==> src/rtl/uart_tx_engine.sv <==
// UART transmit engine: drains a show-ahead TX FIFO and serialises each byte as an
// 8N1-style frame on tx, using 16x oversampled bit timing from an internal divider.
//
// state | meaning
// IDLE  | line high, waiting for a non-empty FIFO
// START | start bit (tx=0) for 16 ticks
// DATA  | DBIT data bits, LSB first, 16 ticks each
// STOP  | stop bit(s) (tx=1) for SB_TICK ticks
module uart_tx_engine #(
  parameter int DBIT    = 8,
  parameter int SB_TICK = 16,
  parameter int DVSR    = 1
) (
  input  logic            clk,
  input  logic            reset,
  input  logic            fifo_empty,
  input  logic [DBIT-1:0] fifo_dout,
  output logic            fifo_rd,
  output logic            tx,
  output logic            tx_busy,
  output logic            tx_done_tick
);

  localparam int SMAX = (SB_TICK - 1 > 15) ? SB_TICK - 1 : 15;
  localparam int SW   = $clog2(SMAX + 1);
  localparam int BW   = (DBIT > 1) ? $clog2(DBIT) : 1;
  localparam int TW   = (DVSR > 1) ? $clog2(DVSR) : 1;

  localparam logic [SW-1:0] S_LAST_BIT  = SW'(15);
  localparam logic [SW-1:0] S_LAST_STOP = SW'(SB_TICK - 1);
  localparam logic [BW-1:0] B_LAST      = BW'(DBIT - 1);
  localparam logic [TW-1:0] T_LAST      = TW'(DVSR - 1);

  typedef enum logic [1:0] {IDLE, START, DATA, STOP} state_t;

  state_t            state_q, state_d;
  logic [TW-1:0]     tick_cnt_q, tick_cnt_d;
  logic [SW-1:0]     samp_q, samp_d;
  logic [BW-1:0]     bit_q, bit_d;
  logic [DBIT-1:0]   shift_q, shift_d;
  logic              tx_q, tx_d;
  logic              fifo_rd_q, fifo_rd_d;
  logic              tx_busy_q, tx_busy_d;
  logic              tx_done_q, tx_done_d;
  logic              tick;

  assign tick = (tick_cnt_q == T_LAST);

  always_ff @(posedge clk or posedge reset) begin
    if (reset) begin
      state_q    <= IDLE;
      tick_cnt_q <= '0;
      samp_q     <= '0;
      bit_q      <= '0;
      shift_q    <= '0;
      tx_q       <= 1'b1;
      fifo_rd_q  <= 1'b0;
      tx_busy_q  <= 1'b0;
      tx_done_q  <= 1'b0;
    end else begin
      state_q    <= state_d;
      tick_cnt_q <= tick_cnt_d;
      samp_q     <= samp_d;
      bit_q      <= bit_d;
      shift_q    <= shift_d;
      tx_q       <= tx_d;
      fifo_rd_q  <= fifo_rd_d;
      tx_busy_q  <= tx_busy_d;
      tx_done_q  <= tx_done_d;
    end
  end

  always_comb begin
    state_d    = state_q;
    samp_d     = samp_q;
    bit_d      = bit_q;
    shift_d    = shift_q;
    tx_d       = tx_q;
    fifo_rd_d  = 1'b0;
    tx_done_d  = 1'b0;

    // Divider held at zero while idle so each frame starts on a fresh tick boundary.
    if (state_q == IDLE) tick_cnt_d = '0;
    else                 tick_cnt_d = tick ? '0 : tick_cnt_q + 1'b1;

    case (state_q)
      IDLE: begin
        tx_d = 1'b1;
        if (!fifo_empty) begin
          shift_d   = fifo_dout;
          fifo_rd_d = 1'b1;
          tx_d      = 1'b0;
          samp_d    = '0;
          bit_d     = '0;
          state_d   = START;
        end
      end
      START: begin
        if (tick) begin
          if (samp_q == S_LAST_BIT) begin
            samp_d  = '0;
            bit_d   = '0;
            tx_d    = shift_q[0];
            state_d = DATA;
          end else begin
            samp_d = samp_q + 1'b1;
          end
        end
      end
      DATA: begin
        if (tick) begin
          if (samp_q == S_LAST_BIT) begin
            samp_d  = '0;
            shift_d = shift_q >> 1;
            if (bit_q == B_LAST) begin
              tx_d    = 1'b1;
              state_d = STOP;
            end else begin
              bit_d = bit_q + 1'b1;
              tx_d  = shift_d[0];
            end
          end else begin
            samp_d = samp_q + 1'b1;
          end
        end
      end
      STOP: begin
        if (tick) begin
          if (samp_q == S_LAST_STOP) begin
            samp_d    = '0;
            tx_done_d = 1'b1;
            state_d   = IDLE;
          end else begin
            samp_d = samp_q + 1'b1;
          end
        end
      end
      default: state_d = IDLE;
    endcase

    tx_busy_d = (state_d != IDLE);
  end

  assign tx           = tx_q;
  assign fifo_rd      = fifo_rd_q;
  assign tx_busy      = tx_busy_q;
  assign tx_done_tick = tx_done_q;

endmodule

==> config.mk <==
export PLATFORM = sky130hd
export DESIGN_NAME = uart_tx_engine
export DESIGN_NICKNAME = d
export VERILOG_FILES = /design/src/rtl/uart_tx_engine.sv
export SDC_FILE = /design/constraint.sdc
export NUM_CORES = 1
export LEC_CHECK = 0
export ABC_AREA = 1
export CAP_MARGIN = 5
export CORE_MARGIN = 1.5
export CORE_UTILIZATION = 35
export CTS_CLUSTER_SIZE = 25
export DETAILED_ROUTE_END_ITERATION = 16
export PLACE_DENSITY_LB_ADDON = 0.05
export SYNTH_ARGS = -nofsm -noshare
export SYNTH_HDL_FRONTEND = slang
export SYNTH_SLANG_ARGS = --single-unit
export TNS_END_PERCENT = 1
==> constraint.sdc <==
create_clock -name clk -period 2 [get_ports clk]
set_input_delay 0.4 -clock clk [delete_from_list [all_inputs] [get_ports clk]]
set_output_delay 0.4 -clock clk [all_outputs]
set_load 0.05 [all_outputs]
; ---- After elaboration in Yosys (flattened, before gate mapping)
; Index checks and enable logic that the tools add are counted.
[word_totals]
reg_bits = 22
word_cells = 71
inputBits = 11
output_inout_bits = 4
[op_classes]
n_eq_ne = 12
add_sub_neg = 3
reduce_logical = 9
n_mux = 38
[op_table]
columns = operator, n
row1 = $mux W8, 3
row2 = $mux W3, 6
row3 = $mux W2, 8
row4 = $pmux W8 S2, 1
row5 = $ne A2 B2 Y1 const B, 7
row6 = $mux W1, 13
row7 = $mux W4, 3
row8 = $pmux W3 S3, 1
row9 = $pmux W2 S4, 1
row10 = $pmux W4 S2, 1
row11 = $reduce_and A7 Y1, 1
row12 = $reduce_and A5 Y1, 1
row13 = $add A4 B1 Y4 const B, 1
row14 = $eq A2 B2 Y1 const B, 2
row15 = $eq A4 B4 Y1 const B, 1
row16 = $reduce_and A4 Y1, 1
row17 = $reduce_bool A2 Y1, 2
row18 = $add A3 B1 Y3 const B, 1
row19 = $eq A3 B3 Y1 const B, 1
row20 = $pmux W1 S3, 1
row21 = $reduce_bool A3 Y1, 1
row22 = $reduce_or A3 Y1, 1
row23 = $eq A2 B1 Y1 const B, 1
row24 = $logic_not A2 Y1, 1
row25 = 2 further kinds, 2

; ---- Depth between registers and ports, before layout
; Gate-level depths: netlist of run 1.
[depth]
ltp_word = 6
mapped_depth = 9
depth_no_buf = 8

; ---- Least setup slack after synthesis of run 1
; No wires, ideal clock.
[synth_timing]
kind = reg-to-reg
from = register state_q[0]
to = register shift_q[4]
period_less_slack_ps = 1411
n_path_buf = 1
t_required_ps = 1877
setup_ps = 123
stages_incl_launch_ff = 7
slack_ps = 589
arrival_ps = 1287
cell_sequence = dfrtp_1 inv_1 ha_1 buf_2 or2_2 o21ai_0 o21ai_1
[synth_between]
elab_chain_cells = 3
word_cells_on_any_way = 8
classes_between = eq/ne: 4 / mux: 1 / reduce/logical: 3
[synth_lines]
columns = element, line
row1 = "start, declared", 36  ; state_t state_q, state_d;
row2 = "start signal, assigned", 61  ; state_q <= state_d;
row3 = $eq A2 B2 Y1 / $logic_not A2 Y1 (equally long branches), 86  ; case (state_q)
row4 = $ne A2 B2 Y1 (no line) / $reduce_bool A2 Y1 (equally long branches), n/a
row5 = $reduce_and A4 Y1 (no line), n/a
row6 = "end signal, assigned", 65  ; shift_q <= shift_d;
row7 = "end, declared", 40  ; logic [DBIT-1:0] shift_q, shift_d;
; Several ways; a longest one is shown, not always the timed one.
; A chain may end at the register's enable or synchronous reset.

; ---- Worst setup path in the final report of run 1
[layout_timing]
from = register tx_busy_q, in the netlist tx_busy
to = output port tx_busy
[layout_lines]
columns = element, line
row1 = "start, declared", 43  ; logic tx_busy_q, tx_busy_d;
row2 = "start signal, assigned", 68  ; tx_busy_q <= tx_busy_d;
row3 = "end, declared", 20  ; output logic tx_busy,
; No word-level cell between the ends.

==> summary.txt, run 1 <==
Clocking
  – Clock buffer depth: 2
  – Post-CTS resize count: 0
  – CTS tree: done
  – Post-CTS Setup Inserts: 0
  – Root Driver: clkbuf_4
  – # hold bufs at CTS: 0
  – Num CTS Buffers: 3
  – Clk pin slew, worst setup/hold paths: 0.13 ns
  – # H-tree levels: 1
  – Skew-Pair Late Insertion Delay: 0.31 ns
  – Clock Sinks: 21

Global routing
  – First-pass GRT wire length: 3930 um
  – Number of antenna violations at the first check in global routing: 0
  – GRT overflow: 0
  – Largest net degree at the start of global routing: 22
  – Met2 usage: 22.1%
  – Grt met1 use: 19.9%
  – Met3 Usage GRT: 2.48%
  – Vias in the first global route: 877
  – GRT Total Usage: 14.4%
  – GRT Max-Usage Layer: met2

Drt
  – Vias: 963
  – Wire per inst: 11.4 um
  – Routed Antenna Nets: 0
  – Final wirelength: 2380 um
  – Average vias per placed instance: 4.61
  – TritonRoute pass-1 iters: 4
  – DRC viols: 0
  – Detailed Route Iter0 Violations: 66

STA
  – Fin. max-slew vios: 0
  – Headroom to the max-slew limit: 67.0%
  – Hold Vio Cnt, Final: 0
  – Final period utilization: 93.6%
  – Crit path time final: 1.87 ns
  – Clock Skew: 0.00680 ns
  – RSZ-0062 raised after global routing: false
  – Worst-margin pin slew: 0.494 ns
  – Fmax: 0.534 GHz
  – Setup violators final: 0
  – Setup tns final: 0 ns

Yosys
  – YS warnings: 0
  – Synth top area cells: dfrtp_1 41%, nand2_1 13%, ha_1 8.3%
  – Post-synth top area share: 41.5%
  – Cell Area, Synth: 1210 um^2
  – Synth Area per Inst: 8.33 um^2
  – Post-synthesis sequential area ratio: 43.6%
  – Syn Nets: 164
  – Post-Syn Instances: 145
  – Seq cells post-synth: 21
  – Dominant cell type by area after synthesis: dfrtp_1
  – Count of different cell masters after synthesis: 24

Critical path
  – Kind of end point of the critical path: output port
  – CP peak stage delay: 0.80 ns
  – Levels on crit path: 1
  – Crit start category: flop
  – WP data arrival: 1.47 ns
  – Crit path max fanout: 1
  – Cells on worst reg2reg path: 8
  – Buf/Inv on CP: 1
  – Critical-path cell list: clkdlybuf4s50_1
  – Slowest cell on the critical path: clkdlybuf4s50_1
  – Worst EP required: 1.60 ns
  – Cell family with the largest share of critical-path delay: buffers and inverters
  – Critical path class: reg -> out

Power and ir drop
  – Clock share of power: 32.0%
  – Flop pwr share: 63.4%
  – Total chip power: 670 uW
  – Internal: 518 uW
  – Max VDD drop: 0.209 mV
  – Static leakage: 0.000691 uW
  – Power per cell area: 468 nW/um^2
  – Switching Fraction: 22.7%
  – Psw: 152 uW
  – Combinational share of power: 4.6%

Placement
  – Dpl hpwl: 1700 um
  – Dpl cells: 205
  – Buffers on Ports: 14
  – Placed Area: 1410 um^2
  – RD Place Congestion: 0.777

Layout
  – Fin cells: 209
  – # nets final: 183
  – Finished Cell Area: 1430 um^2
  – Most frequent cells in the layout: 43 x nand2_1, 20 x dfrtp_1, 17 x inv_1
  – Share of layout cells above drive strength 1: 13.5%
  – Fill cells: 348
  – Area Overhead vs Synth: 18.7%
  – Antenna Cells: 0
  – Commonest non-fill, non-tap cell in the layout: nand2_1

Floorplanning
  – Die height: 61.7 um
  – Num ports: 15
  – Initial core utilization: 36.5%
  – Die Area: 3810 um^2
  – Std cell rows: 21
  – Die X-Extent: 61.7 um
  – Core box area: 3310 um^2

Run status
  – Outcome: complete, no violations

Run
  – Max_cap viols: 0

Hold path
  – Hold Crit Class: in -> async
-- per-layer routing --
metal  wire length (um)  vias to the layer above
li1                   -                      498
met1               1200                      452
met2               1100                       11
met3                 58                        2
met4                 19                        0
met5                  0                        -
-- cells by family (layout without fill, tap and decap cells) --
group,Yosys count,count (layout),synth area share (%)
flops,21,21,43.6
simple gates,72,72,29.0
buf+inv,21,39,7.25
compound gates,23,23,11.8
fa+ha+maj,8,8,8.29
-- synthesized netlist by cell type --
cell and instances:
a21boi_0 1, nand2_1 43, a21oi_1 4, o21ai_2 3
buf_6 1, o21ai_1 6, ha_1 8, o21bai_1 1
nand3_4 2, nand3_1 8, nor2_1 7, buf_2 1
dfstp_2 1, nand2_4 2, inv_2 1, nand3b_1 2
clkbuf_1 1, or2_1 2, o21ai_0 7, inv_1 17
a21oi_4 1, nand4_1 2, or2_2 4, dfrtp_1 20
-- power by group through the flow --
| stage | Clock, uW | Combinational [uW] | Sequential (uW) |
|---|---|---|---|
| 2_1_floorplan | 0 | 7.33 | 433 |
| 3_3_place_gp | 0 | 31.7 | 433 |
| 3_5_place_dp | 0 | 32.0 | 433 |
| 4_1_cts | 225 | 32.0 | 425 |
| 5_1_grt | 246 | 34.4 | 425 |
| 6_report | 215 | 30.8 | 425 |
-- area by class of cell --
cell class | count | area (um^2) | share of cell area [%]
multi-input cells | 103 | 593 | 41.4
flip-flops and latches | 21 | 527 | 36.8
repair buffers | 17 | 160 | 11.2
inverters | 18 | 67.6 | 4.72
well taps | 46 | 57.6 | 4.02
clock buffers | 3 | 22.5 | 1.57
clock inverters | 1 | 5.00 | 0.349
-- state kept, by name, indices dropped and copies added, names as in the netlist --
signal and flops:
bit_q 3, fifo_rd 1, samp_q 4, shift_q 8, state_q 2, tx 1, tx_busy 1, tx_done_tick 1
-- worst paths after layout --
kind                         endpoint        from  slack [ns]
max                           tx_busy     tx_busy        0.13
min                         samp_q[3]       reset        0.40
max reg2reg                shift_q[2]  state_q[0]        0.38
min reg2reg                        tx          tx        0.48
max in group asynchronous          tx       reset        1.33
min in group clk                   tx          tx        0.48
-- per-stage QoR --
stage	hold WS, ns	setup WS [ns]	util, %
finish	0.396	0.127	43.3
global route	0.432	0.0878	43.3
CTS	0.401	0.117	43.3
detailed placement	0.459	0.404	42.4
global placement	0.456	0.443	42.4
floorplan	0.376	0.589	-
Power figures use the tool's default switching activity.
==> inputs of run 2 (changes only) <==
- SKIP_CTS_REPAIR_TIMING: unset -> 1
==> results of run 2 <==
The final DEF is identical to that of run 1; final timing and power are the same.
==> inputs of run 3 (changes only) <==
- MAX_ROUTING_LAYER: unset -> met4
==> run 3 against run 2 <==
Compared with the run above:
- critical path type unchanged
- final cell count is the same
- first-iteration DRC count increased by 3.0%
- clock power about the same
- final area unchanged
- clock skew barely moved
- fmax hardly changed
- critical path depth unchanged
- register-to-register slack hardly changed
- routed wire length about the same
- combinational power about the same
- critical endpoint unchanged
- largest power group unchanged
==> summary.txt, run 3 (same netlist as run 1, synthesis figures left out) <==
Placement
  – Buffers on Ports: 14
  – Dpl cells: 205
  – Dpl hpwl: 1700 um
  – RD Place Congestion: 0.788
  – Placed Area: 1410 um^2
  – Pre-CTS setup slack: 0.404 ns

Clocking
  – Root Driver: clkbuf_4
  – Num CTS Buffers: 3
  – Clock Sinks: 21
  – CTS tree: done
  – Clk pin slew, worst setup/hold paths: 0.13 ns
  – # H-tree levels: 1
  – Skew-Pair Late Insertion Delay: 0.31 ns
  – Clock buffer depth: 2

Layout
  – Most flops, register: shift_q
  – # nets final: 183
  – Share of layout cells above drive strength 1: 13.5%
  – Sequential standard cell area: 527 um^2
  – Area of the multi-input gates: 593 um^2
  – Fin cells: 209
  – Antenna Cells: 0
  – Commonest non-fill, non-tap cell in the layout: nand2_1
  – Fin util: 43.3%
  – Fill cells: 348
  – Area Overhead vs Synth: 18.7%
  – Most frequent cells in the layout: 43 x nand2_1, 20 x dfrtp_1, 17 x inv_1
  – Finished Cell Area: 1430 um^2
  – Top Registers: shift_q x8, samp_q x4, bit_q x3
  – Max reg flops: 8

Floorplanning
  – Std cell rows: 21
  – Die X-Extent: 61.7 um
  – Initial core utilization: 36.5%
  – Num ports: 15
  – Die height: 61.7 um
  – Die Area: 3810 um^2
  – Core box area: 3310 um^2

Critical path
  – Critical path class: reg -> out
  – WP data arrival: 1.47 ns
  – Slowest cell on the critical path: clkdlybuf4s50_1
  – Buf/Inv on CP: 1
  – Critical-path cell list: clkdlybuf4s50_1
  – CP peak stage delay: 0.80 ns
  – Worst EP required: 1.60 ns
  – R2R setup slack: 0.38 ns
  – Reg2reg end: shift_q[2]
  – Cell family with the largest share of critical-path delay: buffers and inverters
  – Cells on worst reg2reg path: 8
  – RR Startpoint: state_q[0]
  – Crit start category: flop
  – Kind of end point of the critical path: output port
  – Crit path max fanout: 1

Drt
  – TritonRoute pass-1 iters: 4
  – Detailed Route Iter0 Violations: 68
  – Routed Antenna Nets: 0
  – DRC viols: 0
  – Average vias per placed instance: 4.62
  – Wire per inst: 11.4 um
  – Vias: 965
  – Final wirelength: 2380 um

STA
  – RSZ-0062 raised after global routing: false
  – Clock Skew: 0.00681 ns
  – Setup tns final: 0 ns
  – Headroom to the max-slew limit: 67.0%
  – Hold Vio Cnt, Final: 0
  – Fin. max-slew vios: 0
  – Crit path time final: 1.87 ns
  – Fmax: 0.534 GHz
  – Worst-margin pin slew: 0.494 ns
  – Final period utilization: 93.6%
  – Setup violators final: 0
  – PnR worst setup slack: 0.127 ns

Run status
  – Outcome: complete, no violations

Global routing
  – GRT overflow: 0
  – First-pass GRT wire length: 3940 um
  – Largest net degree at the start of global routing: 22
  – GRT Total Usage: 14.9%
  – Number of antenna violations at the first check in global routing: 0
  – Vias in the first global route: 877

Hold path
  – Hold Crit Class: in -> async

Power and ir drop
  – Static leakage: 0.000691 uW
  – Max VDD drop: 0.209 mV
  – Power per cell area: 468 nW/um^2

Run
  – Max_cap viols: 0
[run 3: cell counts in the layout (fill, tap and decap cells not counted)]
No cell type changed its count.
[run 3: area by class of cell]
type / instances / area share, %
multi-input combinational: 103 / 41.4
sequential: 21 / 36.8
timing repair buffer: 17 / 11.2
inverter: 18 / 4.72
tap: 46 / 4.02
clock buffer: 3 / 1.57
clock inverter: 1 / 0.349
[run 3: where the power goes]
part	leakage (uW)	switching (uW)	internal, uW
logic	0.000403	12.2	18.6
clock network	0.0000177	140	74.8
registers	0.000270	0	425
[run 3: worst min-delay path: cells and delay by family]
kind / cells / cell delay (ns)
buffers and inverters: 3 / 0.71
[run 3: routing by layer]
metal | routed length, um | vias up | track usage [%] | part of all wire [%]
met3 | 58 | 2 | 2.48 | 2.4
met2 | 1110 | 11 | 22.1 | 47
met5 | 0 | - | - | 0
li1 | - | 498 | - | -
met4 | 19 | 0 | 6.38 | 0.80
met1 | 1180 | 454 | 19.9 | 50
[run 3: worst max-delay path by stage]
stage	startpoint	to	slack, ns	cells after the start
detailed placement	fifo_empty	shift_q[2]	0.40	5
global placement	state_q[0]	shift_q[3]	0.44	8
CTS	tx_busy	tx_busy	0.12	1
floorplan	state_q[0]	shift_q[4]	0.59	6
finish	tx_busy	tx_busy	0.13	1
global route	tx_busy	tx_busy	0.09	1
[run 3: per-stage QoR]
| step | hold slack (ns) | power, uW |
|---|---|---|
| 2_1_floorplan | 0.376 | 440 |
| 3_3_place_gp | 0.456 | 464 |
| 3_5_place_dp | 0.459 | 465 |
| 4_1_cts | 0.401 | 681 |
| 5_1_grt | 0.432 | 705 |
| 6_report | 0.396 | 670 |
